[src/rtl/pwm_multi_ch_if.sv]
// Control/status bundle of the multi-channel PWM: CPU-side register inputs and pin-side outputs.
interface pwm_multi_ch_if #(
    parameter int CH       = 4,
    parameter int RES_BITS = 10,
    parameter int DIV_BITS = 16
);
    logic                     enable;
    logic [RES_BITS-1:0]      period;
    logic [DIV_BITS-1:0]      prescale;
    logic                     center_mode;
    logic [CH*RES_BITS-1:0]   duty;
    logic [CH-1:0]            polarity;
    logic                     update_req;
    logic [CH-1:0]            pwm_out;
    logic                     period_start;
    logic                     update_ack;
    logic [RES_BITS-1:0]      cnt_out;

    modport master (
        output enable, period, prescale, center_mode, duty, polarity, update_req,
        input  pwm_out, period_start, update_ack, cnt_out
    );

    modport slave (
        input  enable, period, prescale, center_mode, duty, polarity, update_req,
        output pwm_out, period_start, update_ack, cnt_out
    );
endinterface

[src/rtl/pwm_multi_ch.sv]
// Multi-channel PWM: shared prescaler and edge/center-aligned period counter,
// double-buffered configuration applied at period boundaries, per-channel compare.
module pwm_ch #(
    parameter int RES_BITS = 10
) (
    input  logic                clk,
    input  logic                reset_p,
    input  logic                enable,
    input  logic [RES_BITS-1:0] cnt,
    input  logic [RES_BITS-1:0] duty,
    input  logic                polarity,
    output logic                pwm_out
);
    always_ff @(posedge clk or posedge reset_p) begin
        if (reset_p) pwm_out <= 1'b0;
        else         pwm_out <= (enable && (cnt < duty)) ^ polarity;
    end
endmodule

module pwm_multi_ch #(
    parameter int CH       = 4,
    parameter int RES_BITS = 10,
    parameter int DIV_BITS = 16
) (
    input  logic           clk,
    input  logic           reset_p,
    pwm_multi_ch_if.slave  bus
);
    typedef enum logic {UP = 1'b0, DOWN = 1'b1} dir_t;

    logic [RES_BITS-1:0]          sh_period,   act_period;
    logic [DIV_BITS-1:0]          sh_prescale, act_prescale;
    logic                         sh_center,   act_center;
    logic [CH-1:0][RES_BITS-1:0]  sh_duty,     act_duty;
    logic                         pending;

    logic [DIV_BITS-1:0]          psc, psc_nxt;
    logic [RES_BITS-1:0]          cnt, cnt_nxt;
    dir_t                         dir, dir_nxt;
    logic                         en_q;
    logic                         tick, edge_eff, boundary, apply;
    logic                         period_start_q, update_ack_q;
    logic [CH-1:0]                pwm_q;

    // Center mode with TOP==0 cannot turn around, so it runs as edge mode.
    assign tick     = bus.enable && (psc == act_prescale);
    assign edge_eff = !act_center || (act_period == '0);
    assign apply    = pending && (boundary || !bus.enable);

    always_comb begin
        cnt_nxt  = cnt;
        dir_nxt  = dir;
        boundary = 1'b0;
        psc_nxt  = (!bus.enable || tick) ? '0 : psc + 1'b1;
        if (!bus.enable) begin
            cnt_nxt = '0;
            dir_nxt = UP;
        end else if (tick) begin
            if (edge_eff) begin
                dir_nxt = UP;
                if (cnt >= act_period) begin
                    cnt_nxt  = '0;
                    boundary = 1'b1;
                end else begin
                    cnt_nxt = cnt + 1'b1;
                end
            end else if (dir == UP) begin
                if (cnt >= act_period) begin
                    // TOP==1 would turn around straight onto 0: that is the boundary itself.
                    if (act_period == RES_BITS'(1)) begin
                        cnt_nxt  = '0;
                        boundary = 1'b1;
                    end else begin
                        cnt_nxt = act_period - 1'b1;
                        dir_nxt = DOWN;
                    end
                end else begin
                    cnt_nxt = cnt + 1'b1;
                end
            end else begin
                if (cnt <= RES_BITS'(1)) begin
                    cnt_nxt  = '0;
                    dir_nxt  = UP;
                    boundary = 1'b1;
                end else begin
                    cnt_nxt = cnt - 1'b1;
                end
            end
        end
        if (apply && (sh_center != act_center)) begin
            cnt_nxt = '0;
            dir_nxt = UP;
        end
    end

    always_ff @(posedge clk or posedge reset_p) begin
        if (reset_p) begin
            psc            <= '0;
            cnt            <= '0;
            dir            <= UP;
            en_q           <= 1'b0;
            period_start_q <= 1'b0;
            update_ack_q   <= 1'b0;
        end else begin
            psc            <= psc_nxt;
            cnt            <= cnt_nxt;
            dir            <= dir_nxt;
            en_q           <= bus.enable;
            period_start_q <= boundary || (bus.enable && !en_q);
            update_ack_q   <= apply;
        end
    end

    // A capture in the apply cycle lands in the shadow after the old shadow moves out.
    always_ff @(posedge clk or posedge reset_p) begin
        if (reset_p) begin
            sh_period    <= '0;
            sh_prescale  <= '0;
            sh_center    <= 1'b0;
            sh_duty      <= '0;
            act_period   <= '0;
            act_prescale <= '0;
            act_center   <= 1'b0;
            act_duty     <= '0;
            pending      <= 1'b0;
        end else begin
            if (apply) begin
                act_period   <= sh_period;
                act_prescale <= sh_prescale;
                act_center   <= sh_center;
                act_duty     <= sh_duty;
            end
            if (bus.update_req) begin
                sh_period   <= bus.period;
                sh_prescale <= bus.prescale;
                sh_center   <= bus.center_mode;
                sh_duty     <= bus.duty;
                pending     <= 1'b1;
            end else if (apply) begin
                pending <= 1'b0;
            end
        end
    end

    for (genvar k = 0; k < CH; k++) begin : g_ch
        pwm_ch #(.RES_BITS(RES_BITS)) u_ch (
            .clk      (clk),
            .reset_p  (reset_p),
            .enable   (bus.enable),
            .cnt      (cnt),
            .duty     (act_duty[k]),
            .polarity (bus.polarity[k]),
            .pwm_out  (pwm_q[k])
        );
    end

    assign bus.pwm_out      = pwm_q;
    assign bus.period_start = period_start_q;
    assign bus.update_ack   = update_ack_q;
    assign bus.cnt_out      = cnt;
endmodule

[src/flat_wrapper.sv]
// flat-port wrapper written by rule: the top's interface ports become plain ports
module pwm_multi_ch_flat 
#(
    parameter int CH       = 4,
    parameter int RES_BITS = 10,
    parameter int DIV_BITS = 16
)
  (clk, reset_p, bus_enable, bus_period, bus_prescale, bus_center_mode, bus_duty, bus_polarity, bus_update_req, bus_pwm_out, bus_period_start, bus_update_ack, bus_cnt_out);
  pwm_multi_ch_if #(.CH(CH), .RES_BITS(RES_BITS), .DIV_BITS(DIV_BITS)) bus_i ();
  input  logic clk;
  input  logic reset_p;
  input wire logic [$bits(bus_i.enable)-1:0] bus_enable;
  input wire logic [$bits(bus_i.period)-1:0] bus_period;
  input wire logic [$bits(bus_i.prescale)-1:0] bus_prescale;
  input wire logic [$bits(bus_i.center_mode)-1:0] bus_center_mode;
  input wire logic [$bits(bus_i.duty)-1:0] bus_duty;
  input wire logic [$bits(bus_i.polarity)-1:0] bus_polarity;
  input wire logic [$bits(bus_i.update_req)-1:0] bus_update_req;
  output wire logic [$bits(bus_i.pwm_out)-1:0] bus_pwm_out;
  output wire logic [$bits(bus_i.period_start)-1:0] bus_period_start;
  output wire logic [$bits(bus_i.update_ack)-1:0] bus_update_ack;
  output wire logic [$bits(bus_i.cnt_out)-1:0] bus_cnt_out;
  assign bus_i.enable = bus_enable;
  assign bus_i.period = bus_period;
  assign bus_i.prescale = bus_prescale;
  assign bus_i.center_mode = bus_center_mode;
  assign bus_i.duty = bus_duty;
  assign bus_i.polarity = bus_polarity;
  assign bus_i.update_req = bus_update_req;
  assign bus_pwm_out = bus_i.pwm_out;
  assign bus_period_start = bus_i.period_start;
  assign bus_update_ack = bus_i.update_ack;
  assign bus_cnt_out = bus_i.cnt_out;
  pwm_multi_ch #(.CH(CH), .RES_BITS(RES_BITS), .DIV_BITS(DIV_BITS)) u_core (.clk(clk), .reset_p(reset_p), .bus(bus_i));
endmodule
[config.mk]
export PLATFORM = sky130hd
export DESIGN_NAME = pwm_multi_ch_flat
export DESIGN_NICKNAME = d
export VERILOG_FILES = /design/src/rtl/pwm_multi_ch_if.sv /design/src/rtl/pwm_multi_ch.sv /design/src/flat_wrapper.sv
export SDC_FILE = /design/constraint.sdc
export NUM_CORES = 1
export LEC_CHECK = 0
export CAP_MARGIN = 20
export CORE_MARGIN = 1.5
export CORE_UTILIZATION = 64
export DETAILED_ROUTE_END_ITERATION = 16
export DONT_BUFFER_PORTS = 1
export PLACE_DENSITY = 0.82
export SKIP_CTS_REPAIR_TIMING = 1
export SYNTH_ARGS = -nofsm -noshare
export SYNTH_HDL_FRONTEND = slang
export SYNTH_SLANG_ARGS = --single-unit
[constraint.sdc]
create_clock -name clk -period 5.57 [get_ports clk]
set_input_delay 0.557 -clock clk [delete_from_list [all_inputs] [get_ports clk]]
set_output_delay 0.557 -clock clk [all_outputs]
set_load 0.05 [all_outputs]
-- Word level (Yosys, flattened, before mapping)
Cells that the tools add are included.
W data, S select, Z words.
- flip-flop bits (word level): 169
- output and inout port bits: 16
- word-level logic and storage cells: 88
- $add $sub $neg: 4
- magnitude comparators: 6
- eq/ne operators: 4
- multiplexer cells: 28
- bitwise logic cells: 4
- reductions and logical operators: 17
- operators with widths (cell ; number):
    $mux W10 ; 9
    $lt A10 B10 Y1 ; 4
    $sub A10 B1 Y10 const B ; 2
    $mux W1 ; 18
    $add A16 B1 Y16 const B ; 1
    $eq A16 B16 Y1 ; 1
    $mux W16 ; 1
    $add A10 B1 Y10 const B ; 1
    $eq A10 B1 Y1 const B ; 1
    $ge A10 B10 Y1 ; 1
    $le A10 B1 Y1 const B ; 1
    $logic_not A10 Y1 ; 1
    $logic_and A1 B1 Y1 ; 8
    $logic_or A1 B1 Y1 ; 4
    $xor A1 B1 Y1 ; 4
    $logic_not A1 Y1 ; 3
    $ne A3 B1 Y1 const B ; 1
    $reduce_bool A2 Y1 ; 1
    $ne A1 B1 Y1 ; 1

-- Depth between registers and ports, before layout
Gate-level depths: netlist (run 1).
- word-level depth: 11
- gate-level depth with buffers: 11
- mapped depth without buffers: 9

-- Modules after synthesis
Synthesis (run 1) repeated with hierarchy kept, for this count alone.
- cells, all modules: 739
- area, all modules: 8622.0 µm²
- by module, submodules not included (module ; times used ; cells an instance ; area each (µm²)):
    pwm_multi_ch ; 1 ; 599 ; 7500.9
    pwm_ch ; 4 ; 35 ; 280.3

-- Worst setup path before layout (run 1)
OpenSTA, ideal clock, no wires.
- path kind: register to register
- start: register u_core.cnt[0], in the netlist u_core.bus.cnt_out[0]
- end: register u_core.act_duty[0] in the netlist's numbering
- library setup time: 125 ps
- arrival time: 2778 ps
- setup slack: 2667 ps
- cell stages (with the launch flop): 12
- cell sequence: dfrtp_1 -> inv_1 -> ha_1 -> nand2b_1 -> a211oi_1 -> o32ai_1 -> o2111ai_1 -> nand2_1 -> nand2_2 -> buf_6 -> buf_6 -> mux2_4
- longest elaborated chain between the ends: 8
- RTL lines (item ; line ; source):
    start, declared ; pwm_multi_ch.sv:38 ; logic [RES_BITS-1:0] cnt, cnt_nxt;
    start signal, assigned ; pwm_multi_ch.sv:106 ; cnt <= cnt_nxt;
    $ge A10 B10 Y1 or $le A10 B1 Y1 (tied branches) ; pwm_multi_ch.sv:61, pwm_multi_ch.sv:68, pwm_multi_ch.sv:81 ;
    $mux W1 (on tied branches) ; pwm_multi_ch.sv:68, pwm_multi_ch.sv:81 ;
    $mux W1 ; pwm_multi_ch.sv:67 ; end else if (dir == UP) begin
    $mux W1 * ; pwm_multi_ch.sv:59 ; if (edge_eff) begin
    $mux W1 * ; pwm_multi_ch.sv:58 ; end else if (tick) begin
    $mux W1 * ; pwm_multi_ch.sv:55 ; if (!bus.enable) begin
    $logic_or A1 B1 Y1 * ; pwm_multi_ch.sv:48 ; assign apply = pending && (boundary || !bus.enable);
    $logic_and A1 B1 Y1 * ; pwm_multi_ch.sv:48 ;
    end signal, assigned ; pwm_multi_ch.sv:131 ; act_duty <= sh_duty;
    end, declared ; pwm_multi_ch.sv:34 ; logic [CH-1:0][RES_BITS-1:0] sh_duty, act_duty;
Every way passes the cells marked *; elsewhere a longest branch is shown, timed or not.
A chain may end at the register's enable or synchronous reset.

-- Final worst setup path (run 1)
- start: register u_core.cnt[6], in the netlist u_core.bus.cnt_out[6]
- end: register u_core.act_prescale[3]
- longest elaborated chain between the ends: 8
- RTL lines (item ; line ; source):
    $ge A10 B10 Y1 or $le A10 B1 Y1 (tied branches) ; pwm_multi_ch.sv:61, pwm_multi_ch.sv:68, pwm_multi_ch.sv:81 ;
    $mux W1 (on tied branches) ; pwm_multi_ch.sv:68, pwm_multi_ch.sv:81 ;
    $mux W1 ; pwm_multi_ch.sv:67 ;
    $mux W1 * ; pwm_multi_ch.sv:59 ;
    $mux W1 * ; pwm_multi_ch.sv:58 ;
    $mux W1 * ; pwm_multi_ch.sv:55 ;
    $logic_or A1 B1 Y1 * ; pwm_multi_ch.sv:48 ;
    $logic_and A1 B1 Y1 * ; pwm_multi_ch.sv:48 ;
    end signal, assigned ; pwm_multi_ch.sv:129 ; act_prescale <= sh_prescale;
    end, declared ; pwm_multi_ch.sv:32 ; logic [DIV_BITS-1:0] sh_prescale, act_prescale;
Marks and branches as above.

==> results.json, run 1 <==
{
  "outcome": "finished, final reports clean",
  "drtIter0Drc": 307,
  "rsz0062_at_grt": "no",
  "synth_fa_ha_area_share_pct": 7.606,
  "rows": 42,
  "synthToLayoutAreaGrowth_pct": 9.098,
  "portBuffers": 0,
  "ios": 91,
  "netlist_instances": 713,
  "viasPerCell": 6.138,
  "clkTransAtPathRegs_ns": 0.07,
  "die-area_um2": 14070,
  "fp.dieH_um": 118.6,
  "cp_slowest_cell": "dfrtp_1",
  "async_flop_share_pct": 100.0,
  "critPathArrivalTime_ns": 4.13,
  "worstSetupEndpointType": "register",
  "grt_max_degree": 122,
  "p_per_area_nw_per_um2": 345.8,
  "drc": 0,
  "synthXorXnorAreaFrac_pct": 4.607,
  "wl_per_cell_um": 19.97,
  "die_x_um": 118.6,
  "cts_tree": "done",
  "antenna_found_initial": 0,
  "drive_gt1_share_pct": 25.97,
  "fp.coreArea_um2": 13140,
  "layout.cells.non_filler": 900,
  "ys_types": 60,
  "drt_pre_antenna_iters": 6,
  "clock_sinks": 169,
  "syn_nets": 840,
  "grt_pass1_vias": 5857,
  "synth_mux_area_share_pct": 18.22,
  "critPathLaunchType": "register",
  "yosysWarningCount": 0,
  "slew_headroom_pct": 26.64,
  "hold_violations": 0,
  "p_switching_uw": 869.3,
  "diodes": 0,
  "finalMaxSlewViolations": 0,
  "setup_violations": 0,
  "setup.worst_path.class": "reg -> reg",
  "synth_seq_cells": 169,
  "globalplace.congestion": 0.9100,
  "clock_latency_ns": 0.43,
  "gr-total-overflow": 0,
  "cp.required_ns": 5.88,
  "power_frac_comb_pct": 13.9,
  "final_antenna_net_count": 0,
  "post-route-min-period_ns": 3.825,
  "worstHoldPathType": "in -> reg",
  "max_cap_violations": 0,
  "cp_cell_sequence": "ha_1 -> nand4_1 -> o311ai_0 -> o2111ai_1 -> nand2_1 -> nand2_4 -> mux2_2",
  "layout_common_cells": "169 x dfrtp_1, 126 x mux2_2, 55 x inv_1",
  "cp_max_fo": 69,
  "worstMarginPinSlew_ns": 1.100,
  "cellInternalPower_uw": 2358,
  "final_common_cell": "dfrtp_1",
  "ys_seq_area_share_pct": 49.44,
  "grt_use_total_pct": 27.45,
  "cts-root-buf": "clkbuf_16",
  "finalClockSkew_ns": 0.009036,
  "cts_made_buffers": 17,
  "sw_frac_of_total_pct": 26.94,
  "finalNetCount": 838,
  "start_util_pct": 65.11,
  "dp_cells": 866,
  "clk_path_buf_depth": 2,
  "syn_area_per_cell_um2": 12.00,
  "clock_power_share_pct": 38.6,
  "dp_hpwl_mm": 12.11,
  "seqPwrFrac_pct": 47.5,
  "synth_top_family_by_area": "multiplexers",
  "synth-simple-area-share_pct": 7.430,
  "grt_pass1_wl_mm": 29.94,
  "htreeDepth": 4,
  "ys.flop_type": "dfrtp_1",
  "p_leak_uw": 0.004225,
  "fin_crit_sh_pct": 68.66,
  "num_vias": 5524,
  "synth_compound_area_share_pct": 8.439,
  "tns_ns": 0,
  "synth_edf_count": 0,
  "peakVddDrop_mv": 0.3925,
  "fmax_mhz": 261.5,
  "synth.cell_area_um2": 8554,
  "cpPeakStageDelay_ns": 1.03,
  "finalWirelength_mm": 17.98
}
## registers in the layout, summed over array words and instances (netlist names)
signal                    count
u_core.act_center             1
u_core.act_duty              40
u_core.act_period            10
u_core.act_prescale          16
u_core.bus.cnt_out           10
u_core.bus.period_start       1
u_core.bus.update_ack         1
u_core.dir                    1
u_core.en_q                   1
u_core.g_ch.u_ch.pwm_out      4
u_core.pending                1
u_core.psc                   16
u_core.sh_center              1
u_core.sh_duty               40
u_core.sh_period             10
u_core.sh_prescale           16
## critical path, delay by kind of cell (launching register included)
kind,cells,cell delay [ns]
fa+ha+maj,1,0.27
mux,1,0.50
simple gates,3,0.81
compound gates,2,1.04
flops,1,1.03
## power groups by stage
| stage | Combinational, uW | Clock [uW] | Sequential (uW) |
|---|---|---|---|
| 6_report | 449 | 1250 | 1530 |
| 4_1_cts | 449 | 1260 | 1530 |
| 5_1_grt | 503 | 1310 | 1550 |
| 2_1_floorplan | 409 | 0 | 1480 |
| 3_3_place_gp | 417 | 0 | 1540 |
| 3_5_place_dp | 443 | 0 | 1550 |
## synth_stat cells, types with 5 or more instances
cell type  count  area [um^2]
a211oi_1       6        45.04
a21o_1         8        60.06
a21oi_1       16        80.08
buf_2          6        30.03
clkbuf_1      11        41.29
dfrtp_1      169         4229
ha_1          52        650.6
inv_1         56        210.2
mux2_2       126         1419
mux2_4         8        120.1
nand2_1       22        82.58
nand3_1       18        90.09
nand4_1        7        43.79
nor2_1        38        142.6
nor3_1         5        25.02
nor4_1         5        31.28
o211ai_1       5        37.54
o21a_1         6        45.04
o21ai_0       20        100.1
xnor2_1       34        297.8
xor2_1        11        96.34
## area by class of cell
type	count	area (um^2)
timing repair buffer	7	75.07
inverter	57	219.0
tap	176	220.2
clock inverter	14	183.9
fill	912	3805
multi-input combinational	459	3966
clock buffer	18	439.2
sequential	169	4229
## worst paths after layout
| kind | from | endpoint | slack (ns) | cells after the start |
|---|---|---|---|---|
| setup / recovery | u_core.bus.cnt_out[6] | u_core.act_prescale[3] | 1.75 | 7 |
| hold / removal | bus_enable | u_core.en_q | 0.16 | 0 |
| setup reg to reg | u_core.bus.cnt_out[6] | u_core.act_prescale[3] | 1.75 | 7 |
| hold reg to reg | u_core.sh_prescale[6] | u_core.act_prescale[6] | 0.50 | 1 |
| max in group asynchronous | reset_p | u_core.sh_prescale[2] | 3.57 | 4 |
| min in group asynchronous | reset_p | u_core.sh_duty[15] | 0.60 | 2 |
## through the flow
step	util (%)	cell area (um^2)	worst slack [ns]	total power, uW	hold WS [ns]
after floorplan	-	8554	0.4379	1893	0.3996
after global placement	66.01	8672	1.919	1960	0.4829
after detailed placement	66.01	8672	1.797	1996	0.4927
after CTS	70.75	9295	1.767	3241	0.1432
after global routing	71.04	9333	1.523	3369	0.1412
final	71.04	9333	1.746	3227	0.1621
## per-layer routing
metal  up-vias  track usage, %  share of wire (%)
met3        47           6.950                5.8
li1       2517               -                  -
met1      2774           35.97                 43
met2       186           43.79                 49
met4         0           11.52                2.5
met5         -               0                  0
## kinds of logic after synthesis
| family | count (synthesis) |
|---|---|
| flops | 169 |
| mux | 136 |
| simple gates | 125 |
| compound gates | 101 |
| buf+inv | 85 |
| fa+ha+maj | 52 |
| xor+xnor | 45 |
(Power assumes the default switching activity.)
==> run 2: changes to the inputs <==
==> constraint.sdc (replaced) <==
create_clock -name clk -period 3.93 [get_ports clk]
set_input_delay 0.393 -clock clk [delete_from_list [all_inputs] [get_ports clk]]
set_output_delay 0.393 -clock clk [all_outputs]
set_load 0.05 [all_outputs]
==> run 2 against run 1 <==
  * Clock power up 32%
  * Worst hold slack worse by 0.11 ns
  * Combinational power up 45%
  * Clock skew about the same
  * Clock-buffer cell count up 4
  * First-iteration DRC count up 6.5%
  * Critical path type unchanged
  * Critical endpoint is now u_core.bus.cnt_out[9]
  * Largest cell class unchanged
  * Highest routed layer unchanged
==> results.json, run 2 (same netlist as run 1, synthesis figures left out) <==
{
  "outcome": "finished, final reports clean",
  "fin_crit_sh_pct": 87.13,
  "grt_max_degree": 104,
  "peakVddDrop_mv": 0.3428,
  "drive_gt1_share_pct": 26.43,
  "finalMaxSlewViolations": 0,
  "tns_ns": 0,
  "cp.required_ns": 4.28,
  "finalClockSkew_ns": 0.009019,
  "final_cell_area_um2": 9356,
  "clock_sinks": 169,
  "critPathLaunchType": "register",
  "die-area_um2": 14070,
  "synthToLayoutAreaGrowth_pct": 9.375,
  "sw_frac_of_total_pct": 26.55,
  "worstSetupEndpointType": "register",
  "cts_made_buffers": 17,
  "fp.coreArea_um2": 13140,
  "final_util_pct": 71.22,
  "rows": 42,
  "place_ws_ns": 0.6530,
  "gr-total-overflow": 0,
  "top_regs": "u_core.act_duty (40), u_core.sh_duty (40)",
  "finalWirelength_mm": 18.47,
  "grt_use_total_pct": 27.63,
  "worstHoldPathType": "in -> reg",
  "cts_tree": "done",
  "p_per_area_nw_per_um2": 477.2,
  "grt_pass1_vias": 5976,
  "worstMarginPinSlew_ns": 0.9168,
  "slew_headroom_pct": 38.10,
  "wl_per_cell_um": 20.29,
  "setup.worst_path.class": "reg -> reg",
  "start_util_pct": 65.11,
  "post-route-min-period_ns": 3.424,
  "layout_common_cells": "169 x dfrtp_1, 126 x mux2_2, 55 x inv_1",
  "power_frac_comb_pct": 14.5,
  "ios": 91,
  "cts-root-buf": "clkbuf_16",
  "cp_max_fo": 14,
  "clock_latency_ns": 0.43,
  "final_common_cell": "dfrtp_1",
  "drtIter0Drc": 327,
  "drt_pre_antenna_iters": 7,
  "die_x_um": 118.6,
  "max_cap_violations": 0,
  "dp_hpwl_mm": 12.71,
  "viasPerCell": 6.176,
  "num_vias": 5620,
  "clk_path_buf_depth": 2,
  "rsz0062_at_grt": "no",
  "drc": 0,
  "portBuffers": 0,
  "cellInternalPower_uw": 3279,
  "clkTransAtPathRegs_ns": 0.06,
  "setup_violations": 0,
  "globalplace.congestion": 0.9128,
  "final_antenna_net_count": 0,
  "seqPwrFrac_pct": 48.6,
  "fmax_mhz": 292.0,
  "place_area_um2": 8753,
  "htreeDepth": 4,
  "critPathArrivalTime_ns": 3.78,
  "clock_power_share_pct": 36.9,
  "finalNetCount": 848,
  "layout_setup_ws_ns": 0.5059,
  "hold_violations": 0,
  "diodes": 0,
  "holdWs_ns": 0.05153,
  "grt_pass1_wl_mm": 30.10,
  "p_switching_uw": 1185,
  "antenna_found_initial": 0,
  "fp.dieH_um": 118.6,
  "p_leak_uw": 0.004236
}
run 2: area by class of cell:
cell class,instances,area [um^2]
tap,176,220.2
clock inverter,10,118.9
multi-input combinational,459,3961
inverter,57,217.7
fill,907,3781
sequential,169,4229
timing repair buffer,17,145.1
clock buffer,22,464.2
run 2: path summary, 6_finish.rpt:
| kind | slack, ns | from | end | depth (start not counted) |
|---|---|---|---|---|
| max | 0.51 | u_core.bus.cnt_out[6] | u_core.bus.cnt_out[9] | 7 |
| min | 0.05 | bus_polarity[3] | u_core.g_ch[3].u_ch.pwm_out | 1 |
| max reg2reg | 0.51 | u_core.bus.cnt_out[6] | u_core.bus.cnt_out[9] | 7 |
| min reg2reg | 0.48 | u_core.en_q | u_core.bus.period_start | 1 |
| max in group asynchronous | 2.56 | reset_p | u_core.act_duty[17] | 3 |
| min in group asynchronous | 0.36 | reset_p | u_core.act_period[6] | 2 |
run 2: power groups by stage:
| stage | Sequential [uW] | Combinational (uW) | Clock [uW] |
|---|---|---|---|
| 6_report | 2170 | 649 | 1650 |
| 5_1_grt | 2190 | 723 | 1730 |
| 4_1_cts | 2170 | 653 | 1660 |
| 3_5_place_dp | 2200 | 641 | 0 |
| 3_3_place_gp | 2180 | 600 | 0 |
| 2_1_floorplan | 2100 | 580 | 0 |
run 2: worst max-delay path, stage by stage (launching register included):
cell	delay, ns
dfrtp_1	0.62
ha_1	0.41
nand4_1	0.18
o311ai_0	0.81
o21ai_0	0.49
o311ai_0	0.59
a2bb2oi_1	0.12
nor2_1	0.12
run 2: through the flow:
step | cells | power [uW]
after floorplan | 713 | 2683
after global placement | 876 | 2780
after detailed placement | 876 | 2837
after CTS | 908 | 4483
after global routing | 910 | 4645
final | 910 | 4465
run 2: layer usage:
layer / vias up / track usage (%) / routed length, um
met3: 41 / 5.792 / 880
li1: 2542 / - / -
met2: 174 / 46.08 / 9104
met4: 0 / 11.97 / 496
met1: 2863 / 35.08 / 7983
met5: - / 0 / 0
